===== config.mk =====
export PLATFORM = sky130hd
export DESIGN_NAME = imem_loader
export DESIGN_NICKNAME = d
export VERILOG_FILES = /design/src/rtl/imem_loader.sv
export SDC_FILE = /design/constraint.sdc
export NUM_CORES = 1
export LEC_CHECK = 0
export ABC_AREA = 1
export BUFFER_PORTS_ARGS = -buffer_cell sky130_fd_sc_hd__clkbuf_2
export CAP_MARGIN = 20
export CORE_MARGIN = 1
export CORE_UTILIZATION = 30
export DETAILED_ROUTE_END_ITERATION = 8
export PLACE_DENSITY = 0.46
export SETUP_SLACK_MARGIN = 0.2
export SYNTH_ARGS = -nofsm -noshare
export SYNTH_HDL_FRONTEND = slang
export SYNTH_SLANG_ARGS = --single-unit

===== constraint.sdc =====
create_clock -name clk -period 3 [get_ports clk]
set_input_delay 0.3 -clock clk [delete_from_list [all_inputs] [get_ports clk]]
set_output_delay 0.3 -clock clk [all_outputs]
set_load 0.02 [all_outputs]

===== src/rtl/imem_loader.sv =====
// imem_loader: loads the instruction RAM from a byte stream and holds the
// CPU in reset until loading finishes.
// Stream format: a 16-bit big-endian word count LEN, then LEN*4 data bytes.
// Each group of four data bytes is packed MSB-first and written as one word,
// starting at word address 0.
// Optional build macro IMEM_LOADER_CHECKSUM_EN: one extra byte follows the
// data. It must equal the XOR of every header and data byte. A mismatch sets
// chk_err and keeps the CPU in reset.
module imem_loader #(
    parameter int MEM_DEPTH = 2048,
    parameter int ADDR_W    = $clog2(MEM_DEPTH)
) (
    input  logic              clk,
    input  logic              reset_n,
    input  logic              start,
    input  logic              in_valid,
    input  logic [7:0]        in_data,
    output logic              in_ready,
    output logic              we,
    output logic [ADDR_W-1:0] waddr,
    output logic [31:0]       wdata,
    output logic              cpu_reset,
    output logic              busy,
    output logic              done,
`ifdef IMEM_LOADER_CHECKSUM_EN
    output logic              chk_err,
`endif
    output logic              overflow
);

    localparam logic [16:0] DEPTH17 = 17'(MEM_DEPTH);

    typedef enum logic [2:0] {
        S_IDLE, S_HDR0, S_HDR1, S_DATA, S_LAST, S_CSUM, S_DONE
    } state_t;

    state_t            state_q, state_d;
    logic [15:0]       len_q, len_d;     // header word count
    logic [15:0]       widx_q, widx_d;   // words fully received this session
    logic [1:0]        bidx_q, bidx_d;   // byte position inside current word
    logic [23:0]       pack_q, pack_d;   // first three bytes of current word
    logic              we_q, we_d;
    logic [ADDR_W-1:0] waddr_q, waddr_d;
    logic [31:0]       wdata_q, wdata_d;
    logic              ovf_q, ovf_d;
    logic              chk_flag;
    logic              xfer;
    state_t            after_data;       // where the last data byte leads
    state_t            after_empty;      // where a zero-length header leads

`ifdef IMEM_LOADER_CHECKSUM_EN
    logic [7:0]        csum_q, csum_d;   // running XOR of header+data bytes
    logic              chk_q, chk_d;
    assign chk_flag    = chk_q;
    assign chk_err     = chk_q;
    assign after_data  = S_CSUM;
    assign after_empty = S_CSUM;
`else
    assign chk_flag    = 1'b0;
    assign after_data  = S_LAST;
    assign after_empty = S_DONE;
`endif

    // Handshake readiness is a pure function of state, never of in_valid.
    always_comb begin
        in_ready = 1'b0;
        unique case (state_q)
            S_HDR0, S_HDR1, S_DATA, S_CSUM: in_ready = 1'b1;
            default:                        in_ready = 1'b0;
        endcase
    end

    assign xfer      = in_valid && in_ready;
    assign we        = we_q;
    assign waddr     = waddr_q;
    assign wdata     = wdata_q;
    assign overflow  = ovf_q;
    assign busy      = (state_q != S_IDLE) && (state_q != S_DONE);
    assign done      = (state_q == S_DONE);
    assign cpu_reset = (state_q != S_DONE) || ovf_q || chk_flag;

    // Next-state logic: header capture, word packing and write scheduling.
    always_comb begin
        // NOTE: every signal gets a default before the case so no path leaves it unassigned (no latches).
        state_d = state_q;
        len_d   = len_q;
        widx_d  = widx_q;
        bidx_d  = bidx_q;
        pack_d  = pack_q;
        we_d    = 1'b0;
        waddr_d = we_q ? waddr_q + ADDR_W'(1) : waddr_q;
        wdata_d = wdata_q;
        ovf_d   = ovf_q;
`ifdef IMEM_LOADER_CHECKSUM_EN
        csum_d  = csum_q;
        chk_d   = chk_q;
        if (xfer && state_q != S_CSUM) csum_d = csum_q ^ in_data;
`endif
        unique case (state_q)
            S_IDLE, S_DONE: begin
                if (start) begin
                    state_d = S_HDR0;
                    len_d   = '0;
                    widx_d  = '0;
                    bidx_d  = '0;
                    waddr_d = '0;
                    ovf_d   = 1'b0;
`ifdef IMEM_LOADER_CHECKSUM_EN
                    csum_d  = '0;
                    chk_d   = 1'b0;
`endif
                end
            end
            S_HDR0: begin
                if (xfer) begin
                    len_d[15:8] = in_data;
                    state_d     = S_HDR1;
                end
            end
            S_HDR1: begin
                if (xfer) begin
                    len_d[7:0] = in_data;
                    ovf_d      = {1'b0, len_q[15:8], in_data} > DEPTH17;
                    state_d    = ({len_q[15:8], in_data} == 16'd0) ? after_empty : S_DATA;
                end
            end
            S_DATA: begin
                if (xfer) begin
                    pack_d = {pack_q[15:0], in_data};
                    bidx_d = bidx_q + 2'd1;
                    if (bidx_q == 2'd3) begin
                        // Words past the RAM end are consumed but not written.
                        if ({1'b0, widx_q} < DEPTH17) begin
                            we_d    = 1'b1;
                            wdata_d = {pack_q, in_data};
                        end
                        widx_d = widx_q + 16'd1;
                        if (widx_q == len_q - 16'd1) state_d = after_data;
                    end
                end
            end
            S_LAST: state_d = S_DONE;
            S_CSUM: begin
`ifdef IMEM_LOADER_CHECKSUM_EN
                if (xfer) begin
                    chk_d   = (in_data != csum_q);
                    state_d = S_DONE;
                end
`else
                state_d = S_DONE;
`endif
            end
            default: state_d = S_IDLE;
        endcase
    end

    // State and datapath registers; reset aborts any session in progress.
    always_ff @(posedge clk or negedge reset_n) begin
        if (!reset_n) begin
            state_q <= S_IDLE;
            len_q   <= '0;
            widx_q  <= '0;
            bidx_q  <= '0;
            pack_q  <= '0;
            we_q    <= 1'b0;
            waddr_q <= '0;
            wdata_q <= '0;
            ovf_q   <= 1'b0;
`ifdef IMEM_LOADER_CHECKSUM_EN
            csum_q  <= '0;
            chk_q   <= 1'b0;
`endif
        end else begin
            // NOTE: non-blocking assignments so every register samples pre-edge values.
            state_q <= state_d;
            len_q   <= len_d;
            widx_q  <= widx_d;
            bidx_q  <= bidx_d;
            pack_q  <= pack_d;
            we_q    <= we_d;
            waddr_q <= waddr_d;
            wdata_q <= wdata_d;
            ovf_q   <= ovf_d;
`ifdef IMEM_LOADER_CHECKSUM_EN
            csum_q  <= csum_d;
            chk_q   <= chk_d;
`endif
        end
    end

endmodule


==> flow_metrics.env <==
export IMPL_insertion_delay_ns=0.35
export IMPL_dr_pass1_iters=5
export IMPL_grt_max_degree=57
export IMPL_p_leak_nw=3.09
export IMPL_final_hold_viol_count=0
export IMPL_synth_top_cell_by_area="dfrtp_1"
export IMPL_power_density_mw_per_mm2=889
export IMPL_critical_path_max_stage_delay_ns=0.41
export IMPL_yosysTopAreaCellShare_pct=49.7
export IMPL_fin_tns_setup_ns=0
export IMPL_clock_skew_ns=0.00801
export IMPL_synth_fp_nets=687
export IMPL_htree_levels=3
export IMPL_cts_tree="built"
export IMPL_wl_um=14100
export IMPL_yosys_warnings=0
export IMPL_end_kind="register"
export IMPL_drc=0
export IMPL_reg2reg_to="len_q[7]"
export IMPL_grt_pass1_vias=4473
export IMPL_fill_cells=1856
export IMPL_wire_per_inst_um=14.7
export IMPL_synthToLayoutAreaGrowth_pct=15.7
export IMPL_required_ns=3.22
export IMPL_drt_initial_drc_count=320
export IMPL_vias=4539
export IMPL_clk_pin_slew_ns=0.07
export IMPL_syn_inst=671
export IMPL_cts_resized=0
export IMPL_status="finished, final reports clean"
export IMPL_synthTopCellsByArea="dfrtp_1 (50%), nand2_1 (12%), o21ai_0 (6.6%)"
export IMPL_port_buffers=60
export IMPL_dp_hpwl_um=10600
export IMPL_die_y_um=135
export IMPL_cts_sinks=106
export IMPL_synth_seq_cells=106
export IMPL_layout_commonest_cell="nand2_1"
export IMPL_holdPathStages=3
export IMPL_ctsLongestPathBuffers=2
export IMPL_start_kind="register"
export IMPL_max_cap_violations=0
export IMPL_ant_nets=0
export IMPL_viasPerCell=4.75
export IMPL_r2r_cells=10
export IMPL_setup_viol=0
export IMPL_critPathSlowestCell="dfrtp_1"
export IMPL_min_to="len_q[11]"
export IMPL_rsz0062_at_grt="no"
export IMPL_reg2reg_from="state_q[2]"
export IMPL_final_util_pct=35.6
export IMPL_slew_violations=0
export IMPL_netlist_area_mm2=0.00534
export IMPL_syn_avg_cell_area_um2=7.96
export IMPL_synth_edff_count=0
export IMPL_final_cell_mix="nand2_1 (171), dfrtp_1 (106), inv_1 (80), o21ai_0 (70), nor2_1 (63)"
export IMPL_grt_overflow=0
export IMPL_max_freq_ghz=0.420
export IMPL_numCtsBuffers=9
export IMPL_fin_crit_sh_pct=79.4
export IMPL_ys_flop_type="dfrtp_1"
export IMPL_nets=741
export IMPL_core_mm2=0.0174
export IMPL_die_x_um=135
export IMPL_worstPathArrival_ns=2.60
export IMPL_yosysSeqAreaShare_pct=49.7
export IMPL_crit_fanout=14
export IMPL_cts_setup_buffers=0
export IMPL_grt_pass1_wl_um=23200
export IMPL_r2r_slack_ns=0.62
export IMPL_startpoint="state_q[2]"
export IMPL_dieArea_mm2=0.0183
export IMPL_cp_cell_sequence="inv_2, nand2_2, nor2_4, nand2_1, nand2_2, o211ai_4, nor2_4, inv_2, nand2_1, o22ai_1"
export IMPL_layout_min_cycle_time_ns=2.38
export IMPL_min_path_type="in -> reg"
export IMPL_track_usage_pct=16.6
export IMPL_ir_worst_vdd_mv=0.334
export IMPL_antenna_found_initial=0
export IMPL_worstSetupPathType="reg -> reg"
export IMPL_relSlewSlack_pct=55.0
export IMPL_n_antenna_cell=0
export IMPL_fp_row_count=48
export IMPL_cts_root_buf="clkbuf_16"
export IMPL_async_flop_share_pct=100
export IMPL_start_util_pct=30.8
export IMPL_place_congestion=0.898
export IMPL_design_power_total_mw=5.50
export IMPL_worst_pin_slew_ns=0.672
export IMPL_ios=61
export IMPL_yosysUniqueCellTypes=37
export IMPL_worstHoldStart="in_data[3]"
export IMPL_drive_above_1_share_pct=12.9
area by class of cell:
cell class              instances  area (µm²)  share of cell area (%)
well taps                     225         282                    4.56
inverters                      84         315                    5.10
multi-input cells             458        2270                    36.8
clock buffers                  10         239                    3.87
repair buffers                 66         350                    5.67
clock inverters                 6        68.8                    1.11
flip-flops and latches        106        2650                    42.9
repair_timing:
action,in CTS,in global routing
hold buffers,1,0
hold endpoints to repair,33,0
endpoints found under the setup margin,0,0
routing by layer:
layer,up-vias,GRT usage (%),share of wire (%)
met1,2162,23.6,50
met5,-,0,0
met2,100,25.2,44
li1,2267,-,-
met4,0,6.62,1.4
met3,10,2.36,3.9
worst max path at each step:
| stage | slack, ns | cells past startpoint | endpoint |
|---|---|---|---|
| detailed placement | 0.62 | 10 | len_q[7] |
| CTS | 0.61 | 10 | len_q[7] |
| finish | 0.62 | 10 | len_q[7] |
| floorplan | 0.99 | 9 | wdata[12] |
| global route | 0.41 | 11 | len_q[14] |
| global placement | 0.74 | 10 | overflow |
where the power goes:
| part | switching (mW) | leakage (nW) | internal, mW |
|---|---|---|---|
| clock | 0.548 | 0.155 | 0.680 |
| sequential | 0.239 | 1.44 | 1.73 |
| combinational | 1.58 | 1.49 | 0.728 |
| total | 2.36 | 3.09 | 3.13 |
through the flow:
step,setup WS [ns],cell area (µm²),std cells,hold WS [ns]
final,0.619,6180,955,0.213
after global placement,0.736,5860,938,0.281
after detailed placement,0.619,5860,938,0.293
after CTS,0.611,6180,955,0.199
after global routing,0.411,6180,955,0.212
after floorplan,0.987,5340,671,0.00441
synthesized netlist by cell type, types with 2 or more instances:
master and n:
nand2_1 171, dfrtp_1 106, inv_1 80, o21ai_0 70, nor2_1 63, nand3_1 46, xor2_1 18, a21oi_1 15
clkbuf_1 15, nand4_1 15, nor3_1 9, o22ai_1 8, xnor2_1 8, buf_2 6, o31ai_1 5, ha_1 4
nand3b_1 4, inv_2 3, a211oi_1 2, nand2_2 2, nor2_4 2, nor3_2 2, nor4_1 2, o21ai_1 2
logic make-up (layout without fill, tap and decap cells):
group                    Yosys count  count (layout)  synth area share, %
AND/OR/NAND/NOR                  320             320                 25.7
AO/OA/AOI/OAI                    107             107                 11.2
buffers and inverters            107             166                 7.80
flip-flops                       106             106                 49.7
XOR/XNOR                          27              27                 4.68
adder cells (fa/ha/maj)            4               4                0.937
sequential cells by signal, indices dropped and copies added, names as in the netlist:
name / flops
waddr: 11
bidx_q: 2
pack_q: 24
len_q: 16
state_q: 3
we: 1
wdata: 32
overflow: 1
widx_q: 16
critical path: cells and delay by family, from the launching register on:
kind | cells | cell delay [ns]
buffers and inverters | 2 | 0.31
AO/OA/AOI/OAI | 2 | 0.28
AND/OR/NAND/NOR | 6 | 1.25
flip-flops | 1 | 0.41
Note: power is estimated with default switching activity, not from simulation.
